File: src/rtl/sync_fifo_pkg.sv
// Shared sizing and pointer helpers for the flagged synchronous FIFO.
// Pure functions only; no latency or backpressure of their own.
package sync_fifo_pkg;

  function automatic int cnt_width(input int depth);
    return $clog2(depth + 1);
  endfunction

  // Wraps with an explicit compare so non-power-of-two depths work.
  function automatic int unsigned ptr_inc(input int unsigned ptr, input int unsigned depth);
    return (ptr == depth - 1) ? 32'd0 : ptr + 32'd1;
  endfunction

endpackage

File: src/rtl/sync_fifo_flags_if.sv
// Producer/consumer bundle for sync_fifo_flags; master drives requests, slave is the FIFO.
// Optional SYNC_FIFO_ERR_FLAGS_EN adds err_clr/overflow/underflow.
interface sync_fifo_flags_if
  import sync_fifo_pkg::*;
#(
  parameter int WIDTH = 8,
  parameter int DEPTH = 8
);
  localparam int CW = cnt_width(DEPTH);

  logic             wr_en;
  logic [WIDTH-1:0] data_in;
  logic             rd_en;
  logic [WIDTH-1:0] data_out;
  logic             full;
  logic             empty;
  logic             almost_full;
  logic             almost_empty;
  logic [CW-1:0]    count;
`ifdef SYNC_FIFO_ERR_FLAGS_EN
  logic             err_clr;
  logic             overflow;
  logic             underflow;

  modport master (
    output wr_en, data_in, rd_en, err_clr,
    input  data_out, full, empty, almost_full, almost_empty, count, overflow, underflow
  );
  modport slave (
    input  wr_en, data_in, rd_en, err_clr,
    output data_out, full, empty, almost_full, almost_empty, count, overflow, underflow
  );
`else
  modport master (
    output wr_en, data_in, rd_en,
    input  data_out, full, empty, almost_full, almost_empty, count
  );
  modport slave (
    input  wr_en, data_in, rd_en,
    output data_out, full, empty, almost_full, almost_empty, count
  );
`endif

endinterface

File: src/rtl/fifo_ram.sv
// Simple dual-port storage: synchronous write, registered read (1 cycle), no flow control.
// Only the read register is reset; the array itself is left uninitialised.
module fifo_ram #(
  parameter int WIDTH = 8,
  parameter int DEPTH = 8
) (
  input  logic                     clk,
  input  logic                     rst,
  input  logic                     we_i,
  input  logic [$clog2(DEPTH)-1:0] waddr_i,
  input  logic [WIDTH-1:0]         wdata_i,
  input  logic                     re_i,
  input  logic [$clog2(DEPTH)-1:0] raddr_i,
  output logic [WIDTH-1:0]         rdata_o
);

  logic [WIDTH-1:0] mem_q [DEPTH];
  logic [WIDTH-1:0] rdata_q;

  always_ff @(posedge clk) begin
    if (we_i) begin
      mem_q[waddr_i] <= wdata_i;
    end
  end

  // Same-slot read/write when full returns the old word (NBA ordering).
  always_ff @(posedge clk) begin
    if (rst) begin
      rdata_q <= '0;
    end else if (re_i) begin
      rdata_q <= mem_q[raddr_i];
    end
  end

  assign rdata_o = rdata_q;

endmodule

File: src/rtl/sync_fifo_flags.sv
// Single-clock FIFO with count and threshold flags; data_out valid 1 cycle after an accepted read.
// Full drops writes unless a read frees a slot the same edge; SYNC_FIFO_ERR_FLAGS_EN adds sticky error flags.
module sync_fifo_flags
  import sync_fifo_pkg::*;
#(
  parameter int WIDTH         = 8,
  parameter int DEPTH         = 8,
  parameter int AFULL_THRESH  = DEPTH - 2,
  parameter int AEMPTY_THRESH = 1
) (
  input logic              clk,
  input logic              rst,
  sync_fifo_flags_if.slave bus
);

  localparam int CW = cnt_width(DEPTH);
  localparam int PW = $clog2(DEPTH);

  logic [PW-1:0] wr_ptr_q, wr_ptr_d;
  logic [PW-1:0] rd_ptr_q, rd_ptr_d;
  logic [CW-1:0] count_q, count_d;
  logic          full, empty;
  logic          wr_acc, rd_acc;

  assign full   = (count_q == CW'(DEPTH));
  assign empty  = (count_q == '0);
  assign rd_acc = bus.rd_en && !empty;
  assign wr_acc = bus.wr_en && (!full || rd_acc);

  always_comb begin
    wr_ptr_d = wr_ptr_q;
    rd_ptr_d = rd_ptr_q;
    count_d  = count_q;
    if (wr_acc) begin
      wr_ptr_d = PW'(ptr_inc(32'(wr_ptr_q), DEPTH));
    end
    if (rd_acc) begin
      rd_ptr_d = PW'(ptr_inc(32'(rd_ptr_q), DEPTH));
    end
    if (wr_acc && !rd_acc) begin
      count_d = count_q + CW'(1);
    end else if (rd_acc && !wr_acc) begin
      count_d = count_q - CW'(1);
    end
  end

  always_ff @(posedge clk) begin
    if (rst) begin
      wr_ptr_q <= '0;
      rd_ptr_q <= '0;
      count_q  <= '0;
    end else begin
      wr_ptr_q <= wr_ptr_d;
      rd_ptr_q <= rd_ptr_d;
      count_q  <= count_d;
    end
  end

  fifo_ram #(
    .WIDTH (WIDTH),
    .DEPTH (DEPTH)
  ) u_ram (
    .clk     (clk),
    .rst     (rst),
    .we_i    (wr_acc),
    .waddr_i (wr_ptr_q),
    .wdata_i (bus.data_in),
    .re_i    (rd_acc),
    .raddr_i (rd_ptr_q),
    .rdata_o (bus.data_out)
  );

  // Flags come straight from the count register, never from the request inputs.
  assign bus.full         = full;
  assign bus.empty        = empty;
  assign bus.almost_full  = (count_q >= CW'(AFULL_THRESH));
  assign bus.almost_empty = (count_q <= CW'(AEMPTY_THRESH));
  assign bus.count        = count_q;

`ifdef SYNC_FIFO_ERR_FLAGS_EN
  logic ovf_q, unf_q;

  // A new error in the same cycle as err_clr keeps the flag set.
  always_ff @(posedge clk) begin
    if (rst) begin
      ovf_q <= 1'b0;
      unf_q <= 1'b0;
    end else begin
      if (bus.wr_en && full && !bus.rd_en) begin
        ovf_q <= 1'b1;
      end else if (bus.err_clr) begin
        ovf_q <= 1'b0;
      end
      if (bus.rd_en && empty) begin
        unf_q <= 1'b1;
      end else if (bus.err_clr) begin
        unf_q <= 1'b0;
      end
    end
  end

  assign bus.overflow  = ovf_q;
  assign bus.underflow = unf_q;
`endif

endmodule
File: src/flat_wrapper.sv
// flat-port wrapper written by rule: the top's interface ports become plain ports
module sync_fifo_flags_flat import sync_fifo_pkg::*;
#(
  parameter int WIDTH         = 8,
  parameter int DEPTH         = 8,
  parameter int AFULL_THRESH  = DEPTH - 2,
  parameter int AEMPTY_THRESH = 1
)
  (clk, rst, bus_wr_en, bus_data_in, bus_rd_en, bus_data_out, bus_full, bus_empty, bus_almost_full, bus_almost_empty, bus_count);
  sync_fifo_flags_if #(.WIDTH(WIDTH), .DEPTH(DEPTH)) bus_i ();
  input logic clk;
  input logic rst;
  input wire logic [$bits(bus_i.wr_en)-1:0] bus_wr_en;
  input wire logic [$bits(bus_i.data_in)-1:0] bus_data_in;
  input wire logic [$bits(bus_i.rd_en)-1:0] bus_rd_en;
  output wire logic [$bits(bus_i.data_out)-1:0] bus_data_out;
  output wire logic [$bits(bus_i.full)-1:0] bus_full;
  output wire logic [$bits(bus_i.empty)-1:0] bus_empty;
  output wire logic [$bits(bus_i.almost_full)-1:0] bus_almost_full;
  output wire logic [$bits(bus_i.almost_empty)-1:0] bus_almost_empty;
  output wire logic [$bits(bus_i.count)-1:0] bus_count;
  assign bus_i.wr_en = bus_wr_en;
  assign bus_i.data_in = bus_data_in;
  assign bus_i.rd_en = bus_rd_en;
  assign bus_data_out = bus_i.data_out;
  assign bus_full = bus_i.full;
  assign bus_empty = bus_i.empty;
  assign bus_almost_full = bus_i.almost_full;
  assign bus_almost_empty = bus_i.almost_empty;
  assign bus_count = bus_i.count;
  sync_fifo_flags #(.WIDTH(WIDTH), .DEPTH(DEPTH), .AFULL_THRESH(AFULL_THRESH), .AEMPTY_THRESH(AEMPTY_THRESH)) u_core (.clk(clk), .rst(rst), .bus(bus_i));
endmodule
File: config.mk
export PLATFORM = sky130hd
export DESIGN_NAME = sync_fifo_flags_flat
export DESIGN_NICKNAME = d
export VERILOG_FILES = /design/src/rtl/sync_fifo_pkg.sv /design/src/rtl/sync_fifo_flags_if.sv /design/src/rtl/fifo_ram.sv /design/src/rtl/sync_fifo_flags.sv /design/src/flat_wrapper.sv
export SDC_FILE = /design/constraint.sdc
export NUM_CORES = 1
export LEC_CHECK = 0
export BUFFER_PORTS_ARGS = -buffer_cell sky130_fd_sc_hd__buf_2
export CORE_ASPECT_RATIO = 0.7
export CORE_MARGIN = 3
export CORE_UTILIZATION = 30
export DETAILED_ROUTE_END_ITERATION = 7
export GPL_TIMING_DRIVEN = 0
export PLACE_DENSITY = 0.48
export RECOVER_POWER = 50
export SLEW_MARGIN = 40
export SYNTH_ARGS = -nofsm -noshare
export SYNTH_HDL_FRONTEND = slang
export SYNTH_SLANG_ARGS = --single-unit
File: constraint.sdc
create_clock -name clk -period 4.1 [get_ports clk]
set_clock_uncertainty 0.1 [all_clocks]
set_input_delay 0 -clock clk [delete_from_list [all_inputs] [get_ports clk]]
set_output_delay 0 -clock clk [all_outputs]
set_load 0.05 [all_outputs]
==> out/qor.csv <==
metric,value,unit
status,"complete, no violations",
cell breakdown of the critical path,inv_1 > ha_1 > nand3b_1 > o21ai_2 > inv_1 > ha_1 > or4_1 > a21oi_2 > xnor2_1 > nor2_1,
largest net degree at the start of global routing,14,
Place WS,1.43,ns
Starting Density,31.5,%
H-tree levels,3,
final hold vios,0,
Startpoint Class,flip-flop,
die extent in x,132,um
"FF+latch count, synth",82,
"Area growth, synth to finish",22.7,%
Max clock buf depth,2,
Yosys cell types,32,
Final GP Congestion,0.716,
Tmin final,2.66,ns
crit end category,flip-flop,
number of synthesized flops with an enable pin,64,
initial antenna violation count,0,
asr flop ratio synth,0,%
Cells after Synth,220,
RSZ-0062 raised after global routing,no,
GRT Util Overall,12.6,%
Syn Area/Cell,15.2,sq um
worst hold-check path type,reg2reg,
Post-Layout Cell Count,428,
P per Cell Area,647,nW/um^2
Worst EP required,4.21,ns
CORE AREA,10600,sq um
CTS Buf Count,9,
Ports,28,
max_slew headroom,47.6,%
setup TNS,0,ns
layout cells sized above 1,14.6,%
Worst-Margin Slew,0.784,ns
Worst path max stage delay,0.43,ns
Setup Viol. Count Final,0,
first-pass GRT wire length,11400,um
die height,94.4,um
vias post-DR,1979,
Routed Antenna Nets,0,
Placed Area,3740,sq um
clock-pin slew on the worst setup and hold paths,0.06,ns
WS Path Type,reg2reg,
count of input and output buffers,27,
critical path data arrival time,2.78,ns
Post-Syn Area,3350,sq um
Worst VDD drop,244,uV
Synth top cells by count,"edfxtp_1 (64), mux2i_1 (35), dfxtp_1 (18), a22oi_1 (16), nor2_1 (11)",
drt drc,0,
Layout Nets,298,
global route overflow,0,
# diodes,0,
Post-Route WL,7420,um
worst skew pair latency,0.34,ns
Die ar.,12500,sq um
detailed placement HPWL,4870,um
Iter 0 DRT Violations,153,
cell taking the most area after synthesis,edfxtp_1,
worst setup margin,1.44,ns
vias per inst,4.62,
root buffer cell,clkbuf_16,
Core Rows,31,
fmax,376,MHz
slowest CP cell,or4_1,
DRT Pass-1 Iters,4,
final cycle utilization of the critical path,64.9,%
Syn Nets,242,
Max Cap Viol,0,
"Slew Viols, Final",0,
fillers,1025,
most common cell in the netlist,edfxtp_1,
post-synth top area share,57.4,%
vias in the first global route,1969,
CTS tree,built,
DP Cell Count,401,
fin area,4110,sq um
maximum fanout along the worst path,9,
TritonCTS Sinks,82,
Avg WL per Cell,17.3,um
top_reg_cell synth,edfxtp_1,
Synth area leaders,"edfxtp_1 (57%), dfxtp_1 (11%), mux2i_1 (10%), ha_1 (3.7%), a22oi_1 (3.6%)",
Leak Pwr,0.00140,uW
yosys warns,0,
"Seq/Total Area, Yosys",68.2,%
==> flip-flops by register name, indices dropped and copies added (netlist names) <==
signal / count
u_core.bus.count: 4
u_core.u_ram.rdata_o: 8
u_core.u_ram.mem_q: 64
u_core.wr_ptr_q: 3
u_core.rd_ptr_q: 3
==> worst max-delay path, delay by kind of cell, from the launching register on <==
family          cells  cell delay [ns]
buf+inv             2             0.30
fa+ha+maj           2             0.47
compound gates      2             0.57
flops               1             0.38
xor+xnor            1             0.13
simple gates        3             0.59
==> routing by layer <==
| layer | share of wire (%) | track usage, % |
|---|---|---|
| met1 | 50 | 17.3 |
| met2 | 44 | 18.6 |
| met3 | 4.3 | 3.30 |
| met4 | 1.9 | 6.49 |
| met5 | 0 | 0 |
==> per-stage QoR <==
| step | power [uW] | hold slack [ns] | util, % |
|---|---|---|---|
| floorplan | 1710 | -0.00113 | - |
| global placement | 1920 | 0.177 | 34.5 |
| detailed placement | 1930 | 0.186 | 35.2 |
| CTS | 2730 | 0.359 | 39.0 |
| global route | 2800 | 0.401 | 38.7 |
| finish | 2660 | 0.370 | 38.7 |
==> area by class of cell <==
class | instances | area, sq um | share of cell area (%)
clock inverters | 5 | 56.3 | 1.37
clock buffers | 10 | 229 | 5.57
plain buffers | 10 | 55.1 | 1.34
repair buffers | 45 | 263 | 6.40
inverters | 4 | 15.0 | 0.366
well taps | 148 | 185 | 4.51
flip-flops and latches | 82 | 2280 | 55.6
multi-input cells | 124 | 1020 | 24.9
==> where the power goes <==
part	switching [uW]	internal, uW	leakage (uW)	total (uW)
clock network	309	467	0.000138	776
registers	62.9	970	0.000729	1030
logic	575	271	0.000533	847
total	948	1710	0.00140	2660
==> cells by family (layout without fill, tap and decap cells) <==
logic type	after synthesis	after routing	share of synthesized area, %
buf+inv	14	74	2.32
compound gates	34	34	7.70
fa+ha+maj	10	10	3.74
simple gates	42	42	6.84
xor+xnor	3	3	0.785
mux	35	35	10.5
flops	82	82	68.2
==> timing repair <==
item	in CTS	in global routing
buffers inserted	0	0
endpoints found under the hold margin	68	0
hold buffers	12	0
gates resized for setup	0	0
==> final timing paths <==
| check | slack [ns] | depth (start not counted) | start | end |
|---|---|---|---|---|
| max reg2reg | 1.44 | 10 | u_core.bus.count[0] | u_core.bus.count[3] |
| min | 0.37 | 1 | u_core.u_ram.rdata_o[1] | u_core.u_ram.rdata_o[1] |
| min reg2reg | 0.37 | 1 | u_core.u_ram.rdata_o[1] | u_core.u_ram.rdata_o[1] |
| max | 1.44 | 10 | u_core.bus.count[0] | u_core.bus.count[3] |
==> cells in the final DEF (no fill, tap or decap), types with 2 or more instances in the layout <==
| cell type | instances |
|---|---|
| o21ai_0 | 2 |
| a32o_1 | 8 |
| dfxtp_1 | 18 |
| nand2_1 | 7 |
| nor2_2 | 4 |
| buf_4 | 5 |
| edfxtp_1 | 64 |
| mux2i_1 | 35 |
| ha_1 | 10 |
| nor2_1 | 8 |
| clkbuf_16 | 9 |
| nor3_2 | 4 |
| xor2_1 | 2 |
| dlygate4sd3_1 | 12 |
| inv_1 | 4 |
| clkbuf_1 | 29 |
| nand2b_1 | 4 |
| clkinv_2 | 2 |
| a21oi_1 | 6 |
| a22oi_1 | 16 |
| or3_1 | 3 |
| nor2b_1 | 3 |
| nand3b_1 | 2 |
| buf_2 | 8 |
No activity file was read; power rests on OpenSTA's default activity.
